==> config.mk <==
export PLATFORM = sky130hd
export DESIGN_NAME = alimentare_operanzi_flat
export DESIGN_NICKNAME = d
export VERILOG_FILES = /design/src/rtl/alimentare_pkg.sv /design/src/rtl/alimentare_operanzi_if.sv /design/src/rtl/alimentare_operanzi_fifo.sv /design/src/rtl/alimentare_operanzi.sv /design/src/flat_wrapper.sv
export SDC_FILE = /design/constraint.sdc
export NUM_CORES = 1
export LEC_CHECK = 0
export ABC_AREA = 1
export BUFFER_PORTS_ARGS = -buffer_cell sky130_fd_sc_hd__buf_2
export CAP_MARGIN = 0
export CORE_ASPECT_RATIO = 0.7
export CORE_UTILIZATION = 45
export CTS_BUF_LIST = sky130_fd_sc_hd__clkbuf_4 sky130_fd_sc_hd__clkbuf_8
export DETAILED_ROUTE_END_ITERATION = 7
export PLACE_DENSITY = 0.73
export SYNTH_ARGS = -nofsm -noshare
export SYNTH_HDL_FRONTEND = slang
export SYNTH_HIERARCHICAL = 1
export SYNTH_SLANG_ARGS = --single-unit
==> constraint.sdc <==
create_clock -name clk -period 2.5 [get_ports clk]
set_clock_uncertainty 0.05 [all_clocks]
set_input_delay 0.5 -clock clk [delete_from_list [all_inputs] [get_ports clk]]
set_output_delay 0.5 -clock clk [all_outputs]
set_load 0.005 [all_outputs]
==> src/rtl/alimentare_pkg.sv <==
// Shared constants for the operand feeder: FSM state encodings and the
// width of the optional completed-operation counter (ALIMENTARE_CONTOR_EN).
package alimentare_pkg;

  typedef logic [1:0] stare_t;

  localparam logic [1:0] IDLE  = 2'd0;
  localparam logic [1:0] START = 2'd1;
  localparam logic [1:0] WAIT  = 2'd2;

  localparam int unsigned CONTOR_W = 16;

endpackage

==> src/rtl/alimentare_operanzi_if.sv <==
// Operand input and result output handshakes of alimentare_operanzi.
// master = producer/consumer side, slave = the feeder itself.
interface alimentare_operanzi_if #(
  parameter int unsigned x = 8
);

  logic           in_valid;
  logic           in_ready;
  logic [x-1:0]   in_a;
  logic [x-1:0]   in_b;
  logic           res_valid;
  logic           res_ready;
  logic [2*x-1:0] res;

  modport master (
    output in_valid, in_a, in_b, res_ready,
    input  in_ready, res_valid, res
  );

  modport slave (
    input  in_valid, in_a, in_b, res_ready,
    output in_ready, res_valid, res
  );

endinterface

==> src/rtl/alimentare_operanzi_fifo.sv <==
// fifo_operanzi: operand-pair FIFO. Head is presented combinationally on
// dout; a push into an empty FIFO is only visible after the next edge.
module fifo_operanzi #(
  parameter int unsigned WIDTH = 16,
  parameter int unsigned DEPTH = 4
) (
  input  logic             clk,
  input  logic             reset,
  input  logic             push,
  input  logic [WIDTH-1:0] din,
  input  logic             pop,
  output logic [WIDTH-1:0] dout,
  output logic             full,
  output logic             empty
);

  localparam int unsigned AW = $clog2(DEPTH);

  logic [WIDTH-1:0] mem_q [DEPTH];
  logic [AW:0]      wr_q;
  logic [AW:0]      rd_q;
  logic             do_push;
  logic             do_pop;

  // Pointers carry one wrap bit so full and empty are distinguishable.
  assign empty   = (wr_q == rd_q);
  assign full    = (wr_q[AW] != rd_q[AW]) && (wr_q[AW-1:0] == rd_q[AW-1:0]);
  assign do_push = push && !full;
  assign do_pop  = pop && !empty;
  assign dout    = mem_q[rd_q[AW-1:0]];

  // Read/write pointer update.
  always_ff @(posedge clk or posedge reset) begin
    if (reset) begin
      wr_q <= '0;
      rd_q <= '0;
    end else begin
      if (do_push) wr_q <= wr_q + (AW+1)'(1);
      if (do_pop)  rd_q <= rd_q + (AW+1)'(1);
    end
  end

  // Storage write; contents need no reset since empty masks them.
  always_ff @(posedge clk) begin
    if (do_push) mem_q[wr_q[AW-1:0]] <= din;
  end

endmodule

==> src/rtl/alimentare_operanzi.sv <==
// alimentare_operanzi: feeds queued operand pairs to a multi-cycle
// multiplier one at a time and holds each product until consumed.
// Optional macro ALIMENTARE_CONTOR_EN adds the nr_op capture counter.
module alimentare_operanzi
  import alimentare_pkg::*;
#(
  parameter int unsigned x     = 8,
  parameter int unsigned DEPTH = 4
) (
  input  logic                 clk,
  input  logic                 reset,
  alimentare_operanzi_if.slave bus,
  output logic                 start,
  output logic [x-1:0]         OpA,
  output logic [x-1:0]         OpB,
  input  logic                 busy,
  input  logic                 ready,
  input  logic [2*x-1:0]       mul
`ifdef ALIMENTARE_CONTOR_EN
  ,
  output logic [CONTOR_W-1:0]  nr_op
`endif
);

  stare_t         state_q, state_d;
  logic [x-1:0]   opa_q, opb_q;
  logic [2*x-1:0] res_q;
  logic           res_valid_q;
  logic [2*x-1:0] head;
  logic           full, empty;
  logic           issue;
  logic           capture;

  assign issue   = (state_q == IDLE) && !empty && !res_valid_q && !busy;
  assign capture = (state_q == WAIT) && ready;

  fifo_operanzi #(
    .WIDTH (2*x),
    .DEPTH (DEPTH)
  ) u_fifo (
    .clk   (clk),
    .reset (reset),
    .push  (bus.in_valid),
    .din   ({bus.in_a, bus.in_b}),
    .pop   (issue),
    .dout  (head),
    .full  (full),
    .empty (empty)
  );

  assign bus.in_ready  = !full;
  assign bus.res_valid = res_valid_q;
  assign bus.res       = res_q;
  assign start         = (state_q == START);
  assign OpA           = opa_q;
  assign OpB           = opb_q;

  // Next-state logic: issue, one-cycle launch, wait for the product.
  always_comb begin
    state_d = state_q;
    case (state_q)
      IDLE:    if (issue) state_d = START;
      START:   state_d = WAIT;
      WAIT:    if (ready) state_d = IDLE;
      default: state_d = IDLE;
    endcase
  end

  // State register.
  always_ff @(posedge clk or posedge reset) begin
    if (reset) state_q <= IDLE;
    else       state_q <= state_d;
  end

  // Operand registers load only on pop, so they stay put through START/WAIT.
  always_ff @(posedge clk or posedge reset) begin
    if (reset) begin
      opa_q <= '0;
      opb_q <= '0;
    end else if (issue) begin
      opa_q <= head[2*x-1:x];
      opb_q <= head[x-1:0];
    end
  end

  // Result capture in WAIT; valid clears once the consumer takes it.
  always_ff @(posedge clk or posedge reset) begin
    if (reset) begin
      res_q       <= '0;
      res_valid_q <= 1'b0;
    end else if (capture) begin
      res_q       <= mul;
      res_valid_q <= 1'b1;
    end else if (res_valid_q && bus.res_ready) begin
      res_valid_q <= 1'b0;
    end
  end

`ifdef ALIMENTARE_CONTOR_EN
  logic [CONTOR_W-1:0] nr_op_q;

  // Completed-capture counter, wraps naturally at its width.
  always_ff @(posedge clk or posedge reset) begin
    if (reset)        nr_op_q <= '0;
    else if (capture) nr_op_q <= nr_op_q + CONTOR_W'(1);
  end

  assign nr_op = nr_op_q;
`endif

endmodule

==> src/flat_wrapper.sv <==
// flat-port wrapper written by rule: the top's interface ports become plain ports
module alimentare_operanzi_flat import alimentare_pkg::*;
#(
  parameter int unsigned x     = 8,
  parameter int unsigned DEPTH = 4
)
  (clk, reset, start, OpA, OpB, busy, ready, mul, bus_in_valid, bus_in_a, bus_in_b, bus_res_ready, bus_in_ready, bus_res_valid, bus_res);
  alimentare_operanzi_if #(.x(x)) bus_i ();
  input  logic clk;
  input  logic reset;
  output logic start;
  output logic [x-1:0] OpA;
  output logic [x-1:0] OpB;
  input  logic busy;
  input  logic ready;
  input  logic [2*x-1:0] mul;
  input wire logic [$bits(bus_i.in_valid)-1:0] bus_in_valid;
  input wire logic [$bits(bus_i.in_a)-1:0] bus_in_a;
  input wire logic [$bits(bus_i.in_b)-1:0] bus_in_b;
  input wire logic [$bits(bus_i.res_ready)-1:0] bus_res_ready;
  output wire logic [$bits(bus_i.in_ready)-1:0] bus_in_ready;
  output wire logic [$bits(bus_i.res_valid)-1:0] bus_res_valid;
  output wire logic [$bits(bus_i.res)-1:0] bus_res;
  assign bus_i.in_valid = bus_in_valid;
  assign bus_i.in_a = bus_in_a;
  assign bus_i.in_b = bus_in_b;
  assign bus_i.res_ready = bus_res_ready;
  assign bus_in_ready = bus_i.in_ready;
  assign bus_res_valid = bus_i.res_valid;
  assign bus_res = bus_i.res;
  alimentare_operanzi #(.x(x), .DEPTH(DEPTH)) u_core (.clk(clk), .reset(reset), .bus(bus_i), .start(start), .OpA(OpA), .OpB(OpB), .busy(busy), .ready(ready), .mul(mul));
endmodule
## After elaboration in Yosys (flattened, before gate mapping)

Memories as Yosys holds them, arrays and structs flattened. A register that Yosys moved wholly into a read port is not among the register bits.
Index checks and enable logic that the tools add are counted.

| storage, ports and cells | value |
|---|---|
| bits in registers | 25 |
| bits in writable memories | 64 |
| input bits | 38 |
| output and inout port bits | 35 |
| word-level logic and storage cells | 37 |
| memories kept | 1 |

Memories:

| name | words | bits a word | rd ports | clocked after Yosys merged registers in | wr ports | RTL line | text |
|---|---|---|---|---|---|---|---|
| u_core.u_fifo.mem_q | 4 | 16 | 1 | 1 | 1 | alimentare_operanzi_fifo.sv:19 | `logic [WIDTH-1:0] mem_q [DEPTH];` |

| operators by class | value |
|---|---|
| $add $sub $neg | 2 |
| equality and inequality tests | 7 |
| multiplexer cells | 7 |
| reduce and logical (&&, ||, !) cells | 15 |

Operators with widths:

| kind | number |
|---|---|
| $logic_and A1 B1 Y1 | 8 |
| $add A3 B1 Y3 const B | 2 |
| $pmux W2 S3 | 1 |
| $logic_not A1 Y1 | 4 |
| $mux W1 | 4 |
| $mux W2 | 2 |
| $ne A2 B2 Y1 const B | 2 |
| $eq A3 B3 Y1 | 1 |
| $eq A2 B1 Y1 const B | 1 |
| $eq A2 B2 Y1 | 1 |
| $eq A2 B2 Y1 const B | 1 |
| $logic_not A2 Y1 | 1 |
| $reduce_and A2 Y1 | 1 |
| $reduce_bool A2 Y1 | 1 |
| $ne A1 B1 Y1 | 1 |

## Depth between registers and ports, before layout

Gate-level depths: netlist of the first run.

| logic depth | value |
|---|---|
| word-level depth | 7 |
| mapped depth | 13 |

## Cells and area by module

Netlist of the first run, hierarchy kept.

Modules (own cells, without submodules):

| module | instances | cells an instance | area an instance (µm²) | sequential area each (µm²) |
|---|---|---|---|---|
| fifo_operanzi | 1 | 217 | 2839.0 | 2072.0 |
| alimentare_operanzi | 1 | 152 | 1430.1 | 875.8 |

## Least setup slack after synthesis of the first run

Ideal clock, no wire load.

| timing | value |
|---|---|
| path type | register -> register |
| from | register u_core.u_fifo.rd_q[1] |
| to | memory u_core.u_fifo.mem_q[0][0], enable pin |
| arrival time | 1.526 ns |
| setup slack | 0.536 ns |
| stages on the path, launching flop included | 7 |
| buffers on the path | 1 |
| period minus slack after synthesis | 1.964 ns |
| cell sequence | dfrtp_1 > buf_6 > nand2_1 > nand2_2 > nand3_4 > nand2_2 > nor2_1 |

| between the ends | value |
|---|---|
| longest elaborated chain between the ends | 6 |

Ends and longest elaborated chain:

| element | RTL line | text |
|---|---|---|
| start, declared | alimentare_operanzi_fifo.sv:21 | `logic [AW:0] rd_q;` |
| start signal, assigned | alimentare_operanzi_fifo.sv:39 | `if (do_pop) rd_q <= rd_q + (AW+1)'(1);` |
| $eq A2 B2 Y1 | alimentare_operanzi_fifo.sv:27 | `assign full = (wr_q[AW] != rd_q[AW]) && (wr_q[AW-1:0] == rd_q[AW-1:0]);` |
| $logic_and A1 B1 Y1 | alimentare_operanzi_fifo.sv:27 |  |
| $logic_not A1 Y1 | alimentare_operanzi_fifo.sv:28 | `assign do_push = push && !full;` |
| $logic_and A1 B1 Y1 | alimentare_operanzi_fifo.sv:28 |  |
| $mux W1 | alimentare_operanzi_fifo.sv:45 | `if (do_push) mem_q[wr_q[AW-1:0]] <= din;` |
| $mux W1 (not written as such) | alimentare_operanzi_fifo.sv:45 |  |
| end, declared | alimentare_operanzi_fifo.sv:19 |  |

No other way between the ends.

## Worst setup path after layout of the first run

| timing | value |
|---|---|
| from | register u_core.u_fifo.rd_q[1] |
| to | output bus_in_ready |

| between the ends | value |
|---|---|
| longest elaborated chain between the ends | 3 |

Ends and longest elaborated chain:

| element | RTL line | text |
|---|---|---|
| $eq A2 B2 Y1 | alimentare_operanzi_fifo.sv:27 |  |
| $logic_and A1 B1 Y1 | alimentare_operanzi_fifo.sv:27 |  |
| net u_core.full | alimentare_operanzi.sv:30 | `logic full, empty;` |
| $logic_not A1 Y1 | alimentare_operanzi.sv:51 | `assign bus.in_ready = !full;` |
| end, declared | flat_wrapper.sv:21 | `output wire logic [$bits(bus_i.in_ready)-1:0] bus_in_ready;` |

The timed path passes the listed nets, and every way through them passes these cells.

==> results by group, run 1 <==
Run status
  • Outcome: finished, final reports clean

Setup path
  • WP data required: approximately 2.0 ns
  • Startpoint types: flip-flop
  • Critical path type: reg2out
  • Crit path max fanout: 8
  • Worst Setup End Kind: output pin
  • CP Cell Sequence: nand2_1 -> nand2_2 -> nand3_4 -> inv_1 -> inv_1 -> buf_2
  • Arr. time, crit path: 1.45 ns
  • CP max-delay cell: dfrtp_1
  • Slowest stage delay, CP: around 0.53 ns
  • Most frequent cell on the critical path: inv_1

Logic synthesis
  • Synthesis Warnings: 6
  • Syn_nets: roughly 410
  • Seq/Total Area, Yosys: approximately 70%
  • Yosys reg bits: between 100 and 150
  • Synth Area in Adders: roughly 1.5%
  • Netlist cell types: 27
  • Mapped Area: 4270 um2
  • Compound-Gate Fraction of Synth Area: 8.26%
  • Mux cell area share after synthesis: 0%
  • Cell taking the most area after synthesis: edfxtp_1
  • Post-synth ARST share: between 30% and 40%
  • Post-synth EDFFs: 64
  • Synth top area share: between 40% and 50%
  • Syn avg cell area: about 12 um2
  • Cells after synthesis: approximately 370
  • Top-count cell post-synth: nand2_1
  • Synth area leaders: edfxtp_1 (45%), dfrtp_1 (24%), nand2_1 (6.2%), o21ai_0 (3.8%), nor2_1 (3.2%)
  • Most frequently used flop master after synthesis: edfxtp_1
  • Main combinational cell family by area after synthesis: simple AND/OR/NAND/NOR gates
  • Synth Area in XOR/XNOR: 0.850%
  • Most frequent cells after synthesis: nand2_1 (71), edfxtp_1 (64), dfrtp_1 (41)
  • Simple-gate share of the synthesized area: 14.7%

Detailed routing
  • Initial DRT Pass Iterations: 4
  • DRC viols: 0
  • Avg Vias per Cell: between 5 and 6
  • Total Routed Length: about 8600 um
  • Via count: about 2900
  • 1st-iter DRT viols: about 200
  • Post-route ant nets: 0
  • WL per Instance: roughly 15 um

Global route
  • Largest net degree at the start of global routing: 36
  • Total grt overflow: 0
  • Initial antenna violation count: 1
  • Vias in the first global route: 2741
  • Global-route wire length before repair: 14000 um
  • Total track usage: between 10% and 20%

Clocking
  • CTS tree: yes
  • TritonCTS Buffers: 9
  • Post-cts sizing count: 0
  • Clk Latency, worst-skew pair: ~0.38 ns
  • Root Driver: clkbuf_8
  • CTS H-tree depth: 3
  • Longest Clk Path Bufs: 2
  • TritonCTS Sinks: 105
  • Clock transition at path regs: roughly 0.090 ns

Cells and area
  • N_diodes: 0
  • Final #Nets: between 400 and 500
  • Footprint of the multi-input gates: approximately 1100 um2
  • Layout cells sized above 1: about 25%
  • Area grow syn2layout: 16.8%
  • FF+latch area: a little under 3000 um2
  • Fin area: 4990 um2
  • Fillers: between 700 and 800

Timing
  • Worst-Margin Slew: about 0.6 ns
  • Max-slew violations: 0
  • Final hold vios: 0
  • Max_slew headroom: 60.1%
  • Max Clk Rate: between 500 and 600 MHz
  • PnR worst setup slack: about 0.5 ns
  • Setup TNS Final: 0 ns
  • Unrepaired setup endpoints after global routing: false
  • Period Utilization, post-route: roughly four fifths
  • Tmin final: ~2 ns
  • Final Setup Violations: 0

Die
  • Top-Level Pins: 73
  • Full die area: 9890 um2
  • Core Region: 9140 um2
  • Initial Util: between 40% and 50%
  • Die Ht: about 83 um
  • Die W: 118 um
  • Site row count: 29

Pwr
  • P_leak: ~2.2 nW
  • Sw Share: a little under two fifths
  • Psw: approximately 2.2 mW
  • Pwr dens: approximately 1200 nW/um2
  • Combinational fraction of design power: a little under two fifths
  • Clk pwr share: between 10% and 20%
  • Sequential power share: a little under half
  • Worst VDD drop: 0.000522 V
  • Internal: ~3.7 mW

Flow run
  • Max Cap Violations: 0

Placement
  • Detail Placement HPWL: a little under 6000 um
  • Placed Area: about 4800 um2
  • Pre-CTS WS: about 0.66 ns
  • Number of port buffers: 72
  • GPL Wtd Cong: a little under 0.8

Min path
  • Worst hold path type: in2reg
path summary, 6_finish.rpt:
check / start / endpoint / slack, ns / cells past startpoint
worst max-delay path: u_core/u_fifo/rd_q[1] / bus_in_ready / 0.50 / 6
worst min-delay path: bus_res_ready / u_core/bus.res_valid / 0.23 / 2
worst max register to register: u_core/u_fifo/rd_q[1] / u_core/u_fifo/rd_q[0] / 0.66 / 11
worst min register to register: u_core/OpB[4] / u_core/OpB[4] / 0.43 / 2
max in group asynchronous: reset / u_core/bus.res_valid / 1.36 / 4
min in group asynchronous: reset / u_core/u_fifo/rd_q[2] / 0.56 / 3
cell families after synthesis:
group / after synthesis
xor+xnor: 2
fa+ha+maj: 5
simple gates: 138
compound gates: 66
buf+inv: 53
flops: 105
layout by cell type (no fill, tap or decap), drive strengths merged:
cell type    netlist  layout
nand3             10      10
xor2               1       1
bufinv             0       1
nand2             74      74
o21ai             49      49
dlygate4sd3        0       1
nor2              38      38
o22ai             16      16
clkinv             1       3
clkbuf             2      10
o21bai             1       1
buf               15      85
dfrtp             41      41
xnor2              1       1
clkinvlp           0       1
edfxtp            64      64
inv               35      37
ha                 5       5
nand4             16      16
stage by stage:
| step | util [%] | hold WS (ns) | total power, mW | std cells |
|---|---|---|---|---|
| after floorplan | - | 0.241 | 4.07 | 369 |
| after global placement | 52.3 | 0.402 | 4.78 | 561 |
| after detailed placement | 52.3 | 0.406 | 4.88 | 561 |
| after CTS | 54.5 | 0.217 | 5.92 | 578 |
| after global routing | 54.5 | 0.229 | 6.31 | 578 |
| final | 54.5 | 0.235 | 5.89 | 578 |
timing repair:
item | in CTS | in global routing
hold endpoints to repair | 6 | 0
setup endpoints to repair | 0 | 0
buffers inserted | 0 | 0
hold buffers | 1 | 0
routing by layer:
metal | vias to the layer above | share of wire [%] | track usage (%)
li1 | 1418 | - | -
met1 | 1374 | 49 | 26.9
met2 | 92 | 44 | 28.1
met3 | 9 | 6.4 | 6.22
met4 | 0 | 0.95 | 5.75
met5 | - | 0 | 0
critical path: cells and delay by family (launching register included):
family,cells,cell delay [ns]
buffers and inverters,3,0.21
flip-flops,1,0.53
AND/OR/NAND/NOR,3,0.34
power groups by stage:
stage / sequential [mW] / combinational, mW / clock [mW]
after global placement: 2.68 / 2.10 / 0
after CTS: 2.67 / 2.18 / 1.08
after global routing: 2.71 / 2.44 / 1.15
after detailed placement: 2.70 / 2.17 / 0
after floorplan: 2.67 / 1.40 / 0
final: 2.67 / 2.17 / 1.05
registers in the layout, summed over array words and instances (netlist names):
register,count
u_core/OpB,8
u_core/u_fifo/rd_q,3
u_core/OpA,8
u_core/bus.res_valid,1
u_core/u_fifo/mem_q,64
u_core/state_q,2
u_core/bus.res,16
u_core/u_fifo/wr_q,3
cell type report:
class,instances,area share [%]
Sequential cell,105,59.1
Multi-Input combinational cell,211,21.7
Timing Repair Buffer,86,9.39
Tap cell,124,3.11
Inverter,36,2.76
Clock buffer,10,2.63
Clock inverter,6,1.33
Power figures use the tool's default switching activity.
==> inputs of run 2 (changes only) <==
Clock period 2.5 ns to 2.1 ns, I/O delays scaled along.
==> run 2 against run 1 <==
Critical path depth grew 1. Power increased by 17%. Sequential share of layout area up 0.24 points. Count of clock-buffer cells in the layout rose by 2. Via count decreased by 0.83%. Setup slack worse by 0.34 ns. Die area is the same. First-iteration DRC count is 12% higher. Final cell count fell by 0.17%. Utilization fell by 0.22 points. Register-to-register slack worse by 0.36 ns. Global-route usage increased by 0.33 points.
==> results by group, run 2 (synthesized netlist as in run 1, its figures left out) <==
Run status
  • Outcome: finished, final reports clean (unchanged)

Detailed routing
  • DRC viols: 0 (unchanged)
  • Total Routed Length: 8820 um (was 8630 um)
  • Post-route ant nets: 0 (unchanged)
  • 1st-iter DRT viols: 220 (was 197)
  • Avg Vias per Cell: 4.97 (was 5.01)
  • Initial DRT Pass Iterations: 4 (unchanged)
  • WL per Instance: 15.3 um (was 14.9 um)
  • Via count: 2869 (was 2893)

Min path
  • Worst hold path type: in2reg (unchanged)

Timing
  • Unrepaired setup endpoints after global routing: false (unchanged)
  • Tmin final: between 1.5 and 2 ns
  • Max-slew violations: 0 (unchanged)
  • Max Clk Rate: around 520 MHz
  • Final hold vios: 0 (unchanged)
  • Final Setup Violations: 0 (unchanged)
  • Setup TNS Final: 0 ns (unchanged)
  • Max_slew headroom: 62.0% (was 60.1%)
  • Period Utilization, post-route: between 90% and 100%
  • Worst-Margin Slew: 0.569 ns (was 0.597 ns)

Setup path
  • Critical path type: reg2out (unchanged)
  • WP data required: 1.63 ns (was 1.95 ns)
  • CP max-delay cell: dfrtp_1 (unchanged)
  • WP buf/inv: 4 (was 3)
  • CP Cell Sequence: inv_4 -> nand2_1 -> nand2_2 -> nand3_4 -> inv_1 -> inv_1 -> buf_2 (was nand2_1 -> nand2_2 -> nand3_4 -> inv_1 -> inv_1 -> buf_2)
  • Startpoint types: flip-flop (unchanged)
  • Most frequent cell on the critical path: inv_1 (unchanged)
  • Worst Setup End Kind: output pin (unchanged)
  • Slowest stage delay, CP: 0.43 ns (was 0.53 ns)
  • Arr. time, crit path: 1.47 ns (was 1.45 ns)
  • CP delay by family, top: flip-flops (unchanged)
  • Crit path max fanout: 17 (was 8)

Die
  • Full die area: 9890 um2 (unchanged)
  • Top-Level Pins: 73 (unchanged)
  • Initial Util: 46.7% (unchanged)
  • Site row count: 29 (unchanged)
  • Die Ht: 83.5 um (unchanged)
  • Die W: 118 um (unchanged)
  • Core Region: 9140 um2 (unchanged)

Global route
  • Initial antenna violation count: 0 (was 1)
  • Total track usage: 19.4% (was 19.0%)
  • Vias in the first global route: 2807 (was 2741)
  • Largest net degree at the start of global routing: 36 (unchanged)
  • Global-route wire length before repair: 14400 um (was 14000 um)
  • Total grt overflow: 0 (unchanged)

Cells and area
  • Final #Nets: 491 (was 492)
  • Leading cell type in the layout, fill and taps excluded: buf_2 (unchanged)
  • Final Core Density: 54.3% (was 54.5%)
  • Max reg flops: 64 (unchanged)
  • Most frequent cells in the layout: buf_2 (72), nand2_1 (71), edfxtp_1 (64) (unchanged)
  • N_diodes: 0 (unchanged)
  • Layout cells sized above 1: 24.5% (was 24.7%)
  • Area grow syn2layout: 16.3% (was 16.8%)

Placement
  • Number of port buffers: 72 (unchanged)
  • GPL Wtd Cong: 0.772 (was 0.781)
  • Detail Placement HPWL: 5930 um (was 5830 um)

Clocking
  • TritonCTS Buffers: 9 (unchanged)
  • CTS H-tree depth: 3 (unchanged)
  • Longest Clk Path Bufs: 2 (unchanged)
  • CTS tree: yes (unchanged)
  • Clock transition at path regs: 0.10 ns (was 0.09 ns)
  • Post-CTS setup buffer count: 0 (unchanged)
  • Clk Latency, worst-skew pair: 0.37 ns (was 0.38 ns)
  • Root Driver: clkbuf_8 (unchanged)
  • TritonCTS Sinks: 105 (unchanged)

Pwr
  • Pwr dens: 1390 nW/um2 (was 1180 nW/um2)
  • Combinational fraction of design power: 37.2% (was 36.9%)
  • Clk pwr share: 16.8% (was 17.8%)
  • Psw: 2.60 mW (was 2.22 mW)
  • Sequential power share: 46.0% (was 45.3%)
  • Internal: 4.30 mW (was 3.67 mW)
  • Worst VDD drop: 0.000645 V (was 0.000522 V)
  • Sw Share: 37.7% (about the same)
  • P_leak: 2.24 nW (about the same)

Flow run
  • Max Cap Violations: 0 (unchanged)
-- run 2: cell count changes in the layout (fill, tap and decap cells not counted), sizes merged --
cell,previous run,this run
clkinv,3,1
buf,85,84
clkbuf,10,12
inv,37,38
bufinv,1,0
-- run 2: routing by layer --
| metal | vias to the layer above | global-route usage, % | part of all wire, % |
|---|---|---|---|
| met5 | - | 0 | 0 |
| met4 | 0 | 5.75 | 0.75 |
| met2 | 109 | 29.8 | 45 |
| met1 | 1337 | 26.8 | 47 |
| li1 | 1417 | - | - |
| met3 | 6 | 5.74 | 7.3 |
-- run 2: repair_timing --
action	in CTS	in global routing
hold endpoints to repair	6	0
resized for setup	0	0
hold buffers	1	0
-- run 2: path summary, 6_finish.rpt --
check	from	end	slack [ns]	cells past startpoint
setup / recovery	u_core/u_fifo/rd_q[1]	bus_in_ready	0.16	7
hold reg to reg	u_core/OpA[5]	u_core/OpA[5]	0.43	2
hold / removal	bus_res_ready	u_core/bus.res_valid	0.16	2
min in group asynchronous	reset	u_core/u_fifo/rd_q[1]	0.49	3
max in group asynchronous	reset	u_core/OpA[7]	1.05	4
setup reg to reg	u_core/u_fifo/rd_q[0]	u_core/u_fifo/rd_q[1]	0.30	9
-- run 2: worst reg2reg max path: cells and delay by family, from the launching register on --
kind	cells	cell delay, ns
and+or+nand+nor	6	0.67
DFF	1	0.50
buffers and inverters	2	0.28
xor gates and xnor gates	1	0.21
-- run 2: power by group through the flow --
stage | registers [mW] | clock network, mW | logic, mW
5_1_grt | 3.25 | 1.27 | 2.89
4_1_cts | 3.18 | 1.20 | 2.57
2_1_floorplan | 3.18 | 0 | 1.67
6_report | 3.17 | 1.16 | 2.57
3_3_place_gp | 3.20 | 0 | 2.48
3_5_place_dp | 3.22 | 0 | 2.56
-- run 2: cell type report --
cell class / count / area (um2)
Clock buffer: 12 / 159
Clock inverter: 4 / 26.3
Fill cell: 807 / 4180
Inverter: 36 / 138
Multi-Input combinational cell: 211 / 1080
Sequential cell: 105 / 2950
Tap cell: 124 / 155
Timing Repair Buffer: 85 / 460
-- run 2: per-stage QoR --
stage	instance area, um2	hold slack [ns]	cells	total power, mW	setup WS (ns)
after floorplan	4270	0.161	369	4.85	0.136
after global placement	4770	0.329	560	5.68	0.384
after detailed placement	4770	0.340	560	5.78	0.320
after CTS	4970	0.147	577	6.95	0.129
after global routing	4970	0.156	577	7.41	0.0487
final	4970	0.161	577	6.90	0.159
==> inputs of run 3 (changes only) <==
Settings changed: CORE_UTILIZATION 45 to 55, PLACE_DENSITY 0.73 to 0.85.
==> run 3 against run 2 <==
Worst hold slack got worse by 0.0013 ns. Design area about the same. Critical path depth stayed put. Flip-flop and latch count stayed put. Fmax down 2.0%. Setup slack worse by 0.040 ns. Critical path type unchanged. Non-clock buffer count decreased by 1. Die area is 18% lower. Combinational power hardly changed. Critical endpoint unchanged.
==> results by group, run 3 (synthesized netlist as in run 1, its figures left out) <==
Setup path
  • CP max-delay cell: dfrtp_2 (was dfrtp_1)
  • Slowest stage delay, CP: 0.50 ns (was 0.43 ns)
  • Critical path type: reg2out (unchanged)
  • Startpoint types: flip-flop (unchanged)
  • CP delay by family, top: flip-flops (unchanged)
  • WP buf/inv: 4 (unchanged)
  • Worst Setup End Kind: output pin (unchanged)
  • CP Cell Sequence: inv_6 -> nand2_1 -> nand2_2 -> nand3_4 -> inv_1 -> inv_1 -> buf_2 (was inv_4 -> nand2_1 -> nand2_2 -> nand3_4 -> inv_1 -> inv_1 -> buf_2)
  • Arr. time, crit path: 1.51 ns (was 1.47 ns)
  • WP data required: 1.63 ns (about the same)
  • Worst R2R Setup Slack: 0.27 ns (was 0.30 ns)
  • Crit path max fanout: 17 (unchanged)
  • Most frequent cell on the critical path: inv_1 (unchanged)

Die
  • Site row count: 26 (was 29)
  • Initial Util: 57.6% (was 46.7%)
  • Core Region: 7420 um2 (was 9140 um2)
  • Top-Level Pins: 73 (unchanged)
  • Die W: 107 um (was 118 um)
  • Full die area: 8120 um2 (was 9890 um2)
  • Die Ht: 75.7 um (was 83.5 um)

Cells and area
  • Leading cell type in the layout, fill and taps excluded: buf_2 (unchanged)
  • Area grow syn2layout: 16.3% (about the same)
  • Footprint of the multi-input gates: 1080 um2 (unchanged)
  • Final #Nets: 490 (was 491)
  • Max reg flops: 64 (unchanged)
  • Most frequent cells in the layout: buf_2 (72), nand2_1 (71), edfxtp_1 (64) (unchanged)
  • N_diodes: 0 (unchanged)
  • FF+latch area: 2950 um2 (about the same)
  • Fillers: 529 (was 807)
  • Layout cells sized above 1: 24.8% (was 24.5%)

Global route
  • Vias in the first global route: 2591 (was 2807)
  • Largest net degree at the start of global routing: 36 (unchanged)
  • Initial antenna violation count: 0 (unchanged)
  • Total track usage: 22.5% (was 19.4%)
  • Total grt overflow: 0 (unchanged)
  • Global-route wire length before repair: 13000 um (was 14400 um)

Timing
  • Tmin final: 1.98 ns (was 1.94 ns)
  • Max_slew headroom: 61.5% (was 62.0%)
  • Worst-Margin Slew: 0.577 ns (was 0.569 ns)
  • Unrepaired setup endpoints after global routing: false (unchanged)
  • Max Clk Rate: 505 MHz (was 515 MHz)
  • Period Utilization, post-route: 94.4% (was 92.4%)
  • Max-slew violations: 0 (unchanged)
  • Final hold vios: 0 (unchanged)
  • Setup TNS Final: 0 ns (unchanged)
  • Final hold slack: 0.160 ns (was 0.161 ns)
  • Final Setup Violations: 0 (unchanged)

Detailed routing
  • Met2 Wirelength: 3810 um (was 3950 um)
  • Total Routed Length: 8400 um (was 8820 um)
  • Met1 wire length: 3840 um (was 4150 um)
  • Avg Vias per Cell: 5.30 (was 4.97)
  • Via count: 2916 (was 2869)
  • Post-route ant nets: 0 (unchanged)
  • Routed wl met3: 666 um (was 646 um)
  • WL per Instance: 15.3 um (about the same)
  • 1st-iter DRT viols: 315 (was 220)
  • DRC viols: 0 (unchanged)
  • Initial DRT Pass Iterations: 4 (unchanged)
  • Top sig layer: met4 (unchanged)

Clocking
  • TritonCTS Sinks: 105 (unchanged)
  • Clock transition at path regs: 0.09 ns (was 0.10 ns)
  • TritonCTS Buffers: 9 (unchanged)
  • Longest Clk Path Bufs: 2 (unchanged)
  • Clk Latency, worst-skew pair: 0.37 ns (about the same)
  • Root Driver: clkbuf_8 (unchanged)
  • CTS H-tree depth: 3 (unchanged)
  • CTS tree: yes (unchanged)

Placement
  • GPL Wtd Cong: 0.787 (was 0.772)
  • Number of port buffers: 72 (unchanged)
  • Detail Placement HPWL: 5850 um (was 5930 um)

Pwr
  • Pwr dens: 1410 nW/um2 (was 1390 nW/um2)
  • P_leak: 2.24 nW (about the same)
  • Worst VDD drop: 0.000572 V (was 0.000645 V)

Flow run
  • Max Cap Violations: 0 (unchanged)

Run status
  • Outcome: finished, final reports clean (unchanged)

Min path
  • Worst hold path type: in2reg (unchanged)
[run 3: final timing paths]
check | startpoint | endpoint | depth (start not counted)
min reg2reg | u_core/OpA[0] | u_core/OpA[0] | 2
max | u_core/u_fifo/rd_q[1] | bus_in_ready | 7
max reg2reg | u_core/u_fifo/rd_q[1] | u_core/u_fifo/rd_q[1] | 11
min in group asynchronous | reset | u_core/u_fifo/wr_q[2] | 3
min | bus_res_ready | u_core/bus.res_valid | 2
max in group asynchronous | reset | u_core/OpB[7] | 4
[run 3: cell type report]
class / instances / area share (%)
clock buffer: 10 / 2.65
clock inverter: 6 / 1.51
inverter: 36 / 2.82
multi-input combinational: 211 / 21.8
sequential: 105 / 59.4
tap: 98 / 2.47
timing repair buffer: 84 / 9.38
[run 3: power breakdown]
group | switching [mW] | leakage, nW | internal (mW)
registers | 0.347 | 1.10 | 2.85
logic | 1.60 | 1.04 | 0.951
clock network | 0.683 | 0.102 | 0.581
total | 2.63 | 2.24 | 4.38
[run 3: per-stage QoR]
step | cells | cell area (um2) | utilization, % | setup slack (ns) | total power [mW]
after global placement | 533 | 4740 | 64.0 | 0.242 | 5.63
after detailed placement | 533 | 4740 | 64.0 | 0.186 | 5.77
after CTS | 550 | 4960 | 66.9 | 0.0287 | 7.03
final | 550 | 4960 | 66.9 | 0.118 | 7.01
after global routing | 550 | 4960 | 66.9 | 0.00573 | 7.50
after floorplan | 369 | 4270 | - | 0.136 | 4.85
[run 3: layer usage]
metal | vias to the layer above | GRT usage (%)
met3 | 8 | 7.78
met4 | 0 | 6.70
met1 | 1368 | 31.0
met5 | - | 0
met2 | 122 | 34.7
li1 | 1418 | -
[run 3: timing repair]
item | CTS | global route
hold buffers | 1 | 0
endpoints found under the hold margin | 6 | 0
resized for setup | 0 | 2
setup endpoints to repair | 0 | 4
buffers inserted | 0 | 0
